### src/rtl/match_controller.sv
// rtl/match_controller.sv - round/match sequencing, health, block counts and freeze for two players
module match_controller #(
  parameter int MAX_HEALTH       = 3,
  parameter int FRAMES_PER_SEC   = 60,
  parameter int ROUND_TIME       = 99,
  parameter int COUNTDOWN_SEC    = 3,
  parameter int ROUND_END_FRAMES = 120,
  parameter int ROUNDS_TO_WIN    = 2
) (
  input  logic       clk_60Hz,
  input  logic       reset_n,
  input  logic       start,
  input  logic [3:0] p1_state,
  input  logic [3:0] p2_state,
  output logic [2:0] p1_health,
  output logic [2:0] p2_health,
  output logic [1:0] p1_rounds,
  output logic [1:0] p2_rounds,
  output logic [6:0] round_timer,
  output logic [2:0] game_phase,
  output logic [1:0] winner,
  output logic       freeze,
  output logic       round_start,
  output logic [7:0] p1_blocks,
  output logic [7:0] p2_blocks
);

  typedef enum logic [2:0] {
    PH_IDLE       = 3'd0,
    PH_COUNTDOWN  = 3'd1,
    PH_FIGHT      = 3'd2,
    PH_ROUND_END  = 3'd3,
    PH_MATCH_OVER = 3'd4
  } phase_e;

  localparam int FW = (FRAMES_PER_SEC > 1) ? $clog2(FRAMES_PER_SEC) : 1;
  localparam int RW = (ROUND_END_FRAMES > 1) ? $clog2(ROUND_END_FRAMES) : 1;

  localparam logic [FW-1:0] FRAME_LAST = FW'(FRAMES_PER_SEC - 1);
  localparam logic [RW-1:0] HOLD_LAST  = RW'(ROUND_END_FRAMES - 1);
  localparam logic [2:0]    HEALTH_MAX = 3'(MAX_HEALTH);
  localparam logic [6:0]    T_ROUND    = 7'(ROUND_TIME);
  localparam logic [6:0]    T_COUNT    = 7'(COUNTDOWN_SEC);
  localparam logic [1:0]    WIN_ROUNDS = 2'(ROUNDS_TO_WIN);
  localparam logic [3:0]    ST_HIT     = 4'd9;
  localparam logic [3:0]    ST_BLOCK   = 4'd10;

  phase_e        phase_q, phase_d;
  logic [FW-1:0] frame_q, frame_d;
  logic [RW-1:0] hold_q, hold_d;
  logic [6:0]    timer_q, timer_d;
  logic [2:0]    h1_q, h1_d, h2_q, h2_d;
  logic [1:0]    r1_q, r1_d, r2_q, r2_d;
  logic [7:0]    b1_q, b1_d, b2_q, b2_d;
  logic [1:0]    win_q, win_d;
  logic          start_q;
  logic [3:0]    prev1_q, prev2_q;

  logic start_edge, hit1, hit2, blk1, blk2, frame_wrap;

  // Stun events are entry edges, so holding a stun state counts once.
  assign start_edge = start & ~start_q;
  assign hit1       = (p1_state == ST_HIT)   && (prev1_q != ST_HIT);
  assign hit2       = (p2_state == ST_HIT)   && (prev2_q != ST_HIT);
  assign blk1       = (p1_state == ST_BLOCK) && (prev1_q != ST_BLOCK);
  assign blk2       = (p2_state == ST_BLOCK) && (prev2_q != ST_BLOCK);
  assign frame_wrap = (frame_q == FRAME_LAST);

  always_comb begin
    phase_d     = phase_q;
    frame_d     = frame_q;
    hold_d      = hold_q;
    timer_d     = timer_q;
    h1_d        = h1_q;
    h2_d        = h2_q;
    r1_d        = r1_q;
    r2_d        = r2_q;
    b1_d        = b1_q;
    b2_d        = b2_q;
    win_d       = win_q;
    round_start = 1'b0;

    case (phase_q)
      PH_IDLE, PH_MATCH_OVER: begin
        if (start_edge) begin
          phase_d = PH_COUNTDOWN;
          timer_d = T_COUNT;
          frame_d = '0;
          h1_d    = HEALTH_MAX;
          h2_d    = HEALTH_MAX;
          r1_d    = 2'd0;
          r2_d    = 2'd0;
          b1_d    = 8'd0;
          b2_d    = 8'd0;
          win_d   = 2'b00;
        end
      end

      PH_COUNTDOWN: begin
        if (frame_wrap) begin
          frame_d = '0;
          if (timer_q == 7'd1) begin
            phase_d     = PH_FIGHT;
            timer_d     = T_ROUND;
            round_start = 1'b1;
          end else begin
            timer_d = timer_q - 7'd1;
          end
        end else begin
          frame_d = frame_q + 1'b1;
        end
      end

      PH_FIGHT: begin
        if (hit1 && (h1_q != 3'd0)) h1_d = h1_q - 3'd1;
        if (hit2 && (h2_q != 3'd0)) h2_d = h2_q - 3'd1;
        if (blk1 && (b1_q != 8'hFF)) b1_d = b1_q + 8'd1;
        if (blk2 && (b2_q != 8'hFF)) b2_d = b2_q + 8'd1;

        if (frame_wrap) begin
          frame_d = '0;
          if (timer_q != 7'd0) timer_d = timer_q - 7'd1;
        end else begin
          frame_d = frame_q + 1'b1;
        end

        // Decide on this cycle's updated health/timer, not the registered ones.
        if ((h1_d == 3'd0) || (h2_d == 3'd0) || (timer_d == 7'd0)) begin
          phase_d = PH_ROUND_END;
          hold_d  = '0;
          if ((h1_d == 3'd0) && (h2_d == 3'd0)) win_d = 2'b11;
          else if (h1_d == 3'd0)                win_d = 2'b10;
          else if (h2_d == 3'd0)                win_d = 2'b01;
          else if (h1_d > h2_d)                 win_d = 2'b01;
          else if (h2_d > h1_d)                 win_d = 2'b10;
          else                                  win_d = 2'b11;
          if (win_d == 2'b01)      r1_d = r1_q + 2'd1;
          else if (win_d == 2'b10) r2_d = r2_q + 2'd1;
        end
      end

      PH_ROUND_END: begin
        if (hold_q == HOLD_LAST) begin
          if ((r1_q == WIN_ROUNDS) || (r2_q == WIN_ROUNDS)) begin
            phase_d = PH_MATCH_OVER;
          end else begin
            phase_d = PH_COUNTDOWN;
            h1_d    = HEALTH_MAX;
            h2_d    = HEALTH_MAX;
            timer_d = T_COUNT;
            frame_d = '0;
            win_d   = 2'b00;
          end
        end else begin
          hold_d = hold_q + 1'b1;
        end
      end

      default: phase_d = PH_IDLE;
    endcase
  end

  always_ff @(posedge clk_60Hz or negedge reset_n) begin
    if (!reset_n) begin
      phase_q <= PH_IDLE;
      frame_q <= '0;
      hold_q  <= '0;
      timer_q <= T_ROUND;
      h1_q    <= HEALTH_MAX;
      h2_q    <= HEALTH_MAX;
      r1_q    <= 2'd0;
      r2_q    <= 2'd0;
      b1_q    <= 8'd0;
      b2_q    <= 8'd0;
      win_q   <= 2'b00;
      start_q <= 1'b0;
      prev1_q <= 4'd0;
      prev2_q <= 4'd0;
    end else begin
      phase_q <= phase_d;
      frame_q <= frame_d;
      hold_q  <= hold_d;
      timer_q <= timer_d;
      h1_q    <= h1_d;
      h2_q    <= h2_d;
      r1_q    <= r1_d;
      r2_q    <= r2_d;
      b1_q    <= b1_d;
      b2_q    <= b2_d;
      win_q   <= win_d;
      start_q <= start;
      prev1_q <= p1_state;
      prev2_q <= p2_state;
    end
  end

  assign game_phase  = phase_q;
  assign freeze      = (phase_q != PH_FIGHT);
  assign round_timer = timer_q;
  assign p1_health   = h1_q;
  assign p2_health   = h2_q;
  assign p1_rounds   = r1_q;
  assign p2_rounds   = r2_q;
  assign p1_blocks   = b1_q;
  assign p2_blocks   = b2_q;
  assign winner      = win_q;

endmodule

### config.mk
export PLATFORM = sky130hd
export DESIGN_NAME = match_controller
export DESIGN_NICKNAME = d
export VERILOG_FILES = /design/src/rtl/match_controller.sv
export SDC_FILE = /design/constraint.sdc
export NUM_CORES = 1
export LEC_CHECK = 0
export ABC_AREA = 1
export ABC_CLOCK_PERIOD_IN_PS = 3300
export BUFFER_PORTS_ARGS = -buffer_cell sky130_fd_sc_hd__clkbuf_2
export CAP_MARGIN = 5
export CORE_ASPECT_RATIO = 1.5
export CORE_MARGIN = 2
export CORE_UTILIZATION = 40
export CTS_CLUSTER_SIZE = 25
export DETAILED_ROUTE_END_ITERATION = 10
export PLACE_DENSITY = 0.65
export SLEW_MARGIN = 20
export SYNTH_ARGS = -nofsm -noshare
export SYNTH_HDL_FRONTEND = slang
export SYNTH_SLANG_ARGS = --single-unit
### constraint.sdc
create_clock -name clk_60Hz -period 3.3 [get_ports clk_60Hz]
set_input_delay 0.165 -clock clk_60Hz [delete_from_list [all_inputs] [get_ports clk_60Hz]]
set_output_delay 0.165 -clock clk_60Hz [all_outputs]
set_load 0.05 [all_outputs]
# == After elaboration in Yosys (flattened, before gate mapping) ==
# Index checks and enable logic that the tools add are counted.
# word_totals
register_bits,60
input_bits,11
# op_classes
n_addsub,9
n_lt_le_gt_ge,2
n_eq_ne,34
muxes,60
n_bitwise,2
n_reduce_logical,36
# ops
op,n
7-bit 2-to-1 mux,10
3-bit 2-to-1 mux,13
8-bit one-hot mux with 2 select lines,2
2-bit 2-to-1 mux,15
7-bit one-hot mux with 4 select lines,1
6-bit 2-to-1 mux,4
8-bit 2-to-1 mux,3
2-bit != test (second input constant),12
5-bit AND reduction,4
3-bit one-hot mux with 3 select lines,2
6-bit one-hot mux with 3 select lines,1
8-bit by 1-bit adder with 8-bit output (second input constant),2
4-bit equality test (second input constant),4
4-bit != test (second input constant),4
8-bit != test (second input constant),2
7-bit one-hot mux with 2 select lines,1
3-bit one-hot mux with 4 select lines,1
4-bit AND reduction,3
3-bit nonzero test,4
1-bit logical AND,9
3-bit zero test,3
3-bit AND reduction,3
2-bit one-hot mux with 2 select lines,2
7-bit by 1-bit adder with 7-bit output (second input constant),1
24 further kinds,37

# == Longest topological paths before layout ==
# logic_depth
word_depth,18
ltp_mapped,18

# == Worst setup path after synthesis ==
# No wires, ideal clock.
# synth_timing
path_kind,reg2reg
from,"register h1_q[0], in the netlist p1_health[0]"
to,"register r2_q[0], in the netlist p2_rounds[0]"
setup_time_ns,0.120
t_arrival_ns,2.469
slack_ns,0.711
path_stages_with_launch,19
path_buffers,0
synth_period_minus_slack_ns,2.589
path_cell_list,dfstp_2 > inv_1 > ha_1 > nand2_1 > nand2_1 > nor2_2 > nand2_1 > nand2_1 > nand2_1 > ha_1 > nand2_1 > o21ai_0 > nand2_1 > nand2_1 > nand2_1 > nand2_1 > nand3_1 > nand2_1 > nand2_1
# synth_via
elab_chain_cells,15
# synth_lines
item,line_no,rtl
from (decl),52,"logic [2:0] h1_q, h1_d, h2_q, h2_d;"
from (signal assigned),169,h1_q <= HEALTH_MAX;
from (signal assigned),184,h1_q <= h1_d;
branches (longest 2 deep; another with 3-bit by 1-bit subtractor with 3-bit output),n/a,
3-bit 2-to-1 mux *,115,if (hit1 && (h1_q != 3'd0)) h1_d = h1_q - 3'd1;
3-bit 2-to-1 mux *,83,case (phase_q)
3-bit > comparator,135,else if (h2_d > h1_d) win_d = 2'b10;
1-bit 2-to-1 mux,135,
2-bit 2-to-1 mux,134,else if (h1_d > h2_d) win_d = 2'b01;
2-bit 2-to-1 mux,133,else if (h2_d == 3'd0) win_d = 2'b01;
2-bit 2-to-1 mux,132,else if (h1_d == 3'd0) win_d = 2'b10;
2-bit 2-to-1 mux,131,if ((h1_d == 3'd0) && (h2_d == 3'd0)) win_d = 2'b11;
2-bit 2-to-1 mux,128,if ((h1_d == 3'd0) || (h2_d == 3'd0) || (timer_d == 7'd0)) begin
2-bit 2-to-1 mux,83,
2-bit equality test or 2-bit by 1-bit equality test with 1-bit output (tied branches),"138, 137",
2-bit != test (no source line),n/a,
5-bit AND reduction (no source line) *,n/a,
to (signal assigned),187,r2_q <= r2_d;
to (decl),53,"logic [1:0] r1_q, r1_d, r2_q, r2_d;"
# Mark *: on every way between the ends. The select of a mux whose other input is x is not followed.
# A chain may end at the register's enable or synchronous reset.

# == Worst setup path in the final report ==
# layout_timing
from,"register h1_q[0], in the netlist p1_health[0]"
to,"register r2_q[1], in the netlist p2_rounds[1]"
# The elaborated chain is that of the path after synthesis.

==> out/qor.csv <==
stage,metric,value,unit
clock_network,clk_lat worst skew,0.34,ns
critical_path,crit path max fanout,4,
sta,Fmax,388,MHz
sta,Rel. slew slack,37.2,%
route,ANT nets after route,0,
synthesis,leading cell types by total area after synthesis,"dfrtp_1 (36%), nand2_1 (13%), inv_1 (6.5%)",
outcome,outcome,finished clean,
clock_network,# Post-CTS Setup Buffers,0,
placement,# port buffers,50,
placement,GP Congestion,0.859,
sta,# setup viols final,0,
clock_network,Hold Buf Count CTS,10,
clock_network,post-cts resize count,0,
final_layout,nets,588,
synthesis,Post-synth EDFFs,0,
sta,fin crit period,2.58,ns
synthesis,ys async rst share,100,%
final_layout,P&R area growth vs syn,21.9,%
route,M1 wire length,3560,um
critical_path,critical path class,flop to flop,
critical_path,startpoint types,flop,
placement,detailed placement HPWL,6290,um
critical_path,CP top delay family,simple AND/OR/NAND/NOR gates,
sta,RSZ-0062 raised after global routing,no,
route,DR iter-0 viols,170,
route,vias,3415,
sta,setup_tns,0,ns
global_route,total gr overflow,0,
synthesis,Synth Flop Type,dfrtp_1,
pwr,PD cells,888,nW/um2
critical_path,crit-path max cell delay,0.55,ns
global_route,initial antenna violation count,0,
critical_path,worst endpoint required time,3.52,ns
sta,Hold Fails Final Rpt,0,
synthesis,Post-Syn Instances,491,
sta,max-slew violations,0,
global_route,pin count of the biggest net entering global routing,38,
synthesis,mux contribution to synthesized area,0,%
route,routed wl met3,280,um
global_route,global-route wire length before repair,14800,um
clock_network,CTS root buf,clkbuf_16,
clock_network,Sink Count,60,
synthesis,Compound-Gate Fraction of Synth Area,11.4,%
critical_path,Worst EP arrival,2.80,ns
critical_path,critical path cell sequence,inv_1 -> ha_1 -> nand2_1 -> nand2_1 -> nor2_2 -> nand2_1 -> nand2_1 -> nand2_1 -> ha_1 -> nand2_1 -> o21ai_0 -> nand2_1 -> nand2_1 -> nand2_1 -> nand2_1 -> nand3_1 -> nand2_1 -> nand2_1,
synthesis,Yosys reg bits,60,
final_layout,sequential cell area,1510,um2
sta,Slew @ Worst Pin,0.942,ns
synthesis,Yosys cell types,35,
synthesis,most numerous cell in the Yosys netlist,nand2_1,
route,Top Layer Used,met4,
floorplanning,FP Rows,42,
global_route,gr usage total,19.3,%
clock_network,CTS tree,built,
synthesis,Syn Area/Cell,7.43,um2
synthesis,synth cell count leaders,"nand2_1 (130), inv_1 (63), nor2_1 (55)",
route,Met2 Wirelength,4380,um
synthesis,Synth area leader,dfrtp_1,
flow_run,max-cap viol count,0,
final_layout,area of the multi-input gates,1860,um2
floorplanning,Die X-Extent,82.0,um
sta,fin crit share,78.1,%
floorplanning,Initial Utilization,41.3,%
synthesis,main combinational cell family by area after synthesis,simple AND/OR/NAND/NOR gates,
clock_network,CTS buffer count,9,
floorplanning,I/O pin count,51,
floorplanning,core region area,8830,um2
synthesis,syn nets,518,
final_layout,layout cells sized above 1,18.6,%
synthesis,top cell type's share of synthesized area,35.7,%
floorplanning,Die Y,121,um
critical_path,CP dominant cell by count,nand2_1,
pwr,P_leak,0.00224,uW
route,drc violations,0,
global_route,vias in the first global route,3337,
pwr,Pwr Total,3950,uW
floorplanning,die area,9910,um2
pwr,VDD IR max,0.000422,V
clock_network,Max Root-Sink Buffers,2,
critical_path,number of buffers and inverters on the critical path,1,
route,wire per inst,12.5,um
synthesis,post-synthesis xor/xnor area fraction,2.40,%
route,routed wire length,8430,um
synthesis,yosys warns,0,
min_path,hold crit path type,input pin to flop,
critical_path,crit path capture type,flop,
synthesis,sequential element share of the synthesized area,41.4,%
synthesis,"Cell Area, Synth",3650,um2
synthesis,simple-gate share of the synthesized area,31.7,%
route,DRT Pass-1 Iters,4,
synthesis,Post-Synth Adder-Cell Area,5.49,%
final_layout,Ant. Diodes,0,
sta,worst clock skew,0.00535,ns
clock_network,H-Tree Depth,3,
route,Vias per Instance,5.05,
clock_network,clock slew at reported path FFs,0.05,ns
final_layout,filler cell count,873,
critical_path,CP max-delay cell,dfstp_2,
[cells in the final DEF (no fill, tap or decap), types with 3 or more instances in the layout]
master	synthesis	layout
nand3_1	33	33
xor2_1	8	8
nand2_1	130	130
a21oi_1	18	18
inv_1	63	63
dfstp_2	8	8
clkbuf_2	0	50
o21ai_2	6	6
nor3_1	14	14
nand4_1	10	10
clkbuf_16	0	9
or2_2	4	4
nor2_2	6	6
nand2_2	4	4
dfrtp_1	52	52
o21ai_0	29	29
nor2_1	55	55
o22ai_1	4	4
o21ai_1	3	3
buf_4	0	5
dlygate4sd3_1	0	10
ha_1	16	16
[per-layer routing]
layer	GRT usage (%)	up-vias
li1	-	1728
met1	23.1	1622
met2	32.4	48
met3	4.32	17
met4	8.96	0
met5	0	-
[registers in the layout, indices dropped and copies added (netlist names)]
name	cells
frame_q	6
game_phase	3
hold_q	7
p1_blocks	8
p1_health	3
p1_rounds	2
p2_blocks	8
p2_health	3
p2_rounds	2
prev1_q	4
prev2_q	4
round_timer	7
start_q	1
winner	2
[cell type report]
class	instances	area share (%)
Tap cell	110	3.10
Sequential cell	60	34.0
Inverter	65	5.49
Clock inverter	3	1.01
Timing Repair Buffer	65	8.72
Clock buffer	13	5.85
Multi-Input combinational cell	360	41.8
[per-stage QoR]
step / cell area (um2) / util [%] / hold slack (ns) / setup slack (ns) / cells
3_5_place_dp: 4040 / 45.8 / 0.290 / 0.752 / 650
6_report: 4450 / 50.4 / 0.489 / 0.723 / 676
4_1_cts: 4450 / 50.4 / 0.483 / 0.735 / 676
3_3_place_gp: 4040 / 45.8 / 0.289 / 0.855 / 650
2_1_floorplan: 3650 / - / -0.131 / 0.711 / 491
5_1_grt: 4450 / 50.4 / 0.489 / 0.425 / 676
[final timing paths]
kind | from | to | slack, ns | depth (start not counted)
min reg2reg | winner[0] | winner[0] | 0.51 | 2
max in group asynchronous | reset_n | round_timer[5] | 2.00 | 3
max reg2reg | p1_health[0] | p2_rounds[1] | 0.72 | 18
min | p1_state[2] | prev1_q[2] | 0.49 | 2
max | p1_health[0] | p2_rounds[1] | 0.72 | 18
min in group asynchronous | reset_n | prev2_q[0] | 0.51 | 2
[report_power, final]
group	internal [uW]	switching [uW]	leakage, uW
sequential	905	161	0.000771
combinational	524	1410	0.00133
clock	625	323	0.000142
total	2050	1900	0.00224
[cells by family after synthesis]
family,after synthesis
compound gates,70
xor+xnor,10
fa+ha+maj,16
buf+inv,71
flops,60
simple gates,264
No activity file was read; power rests on OpenSTA's default activity.
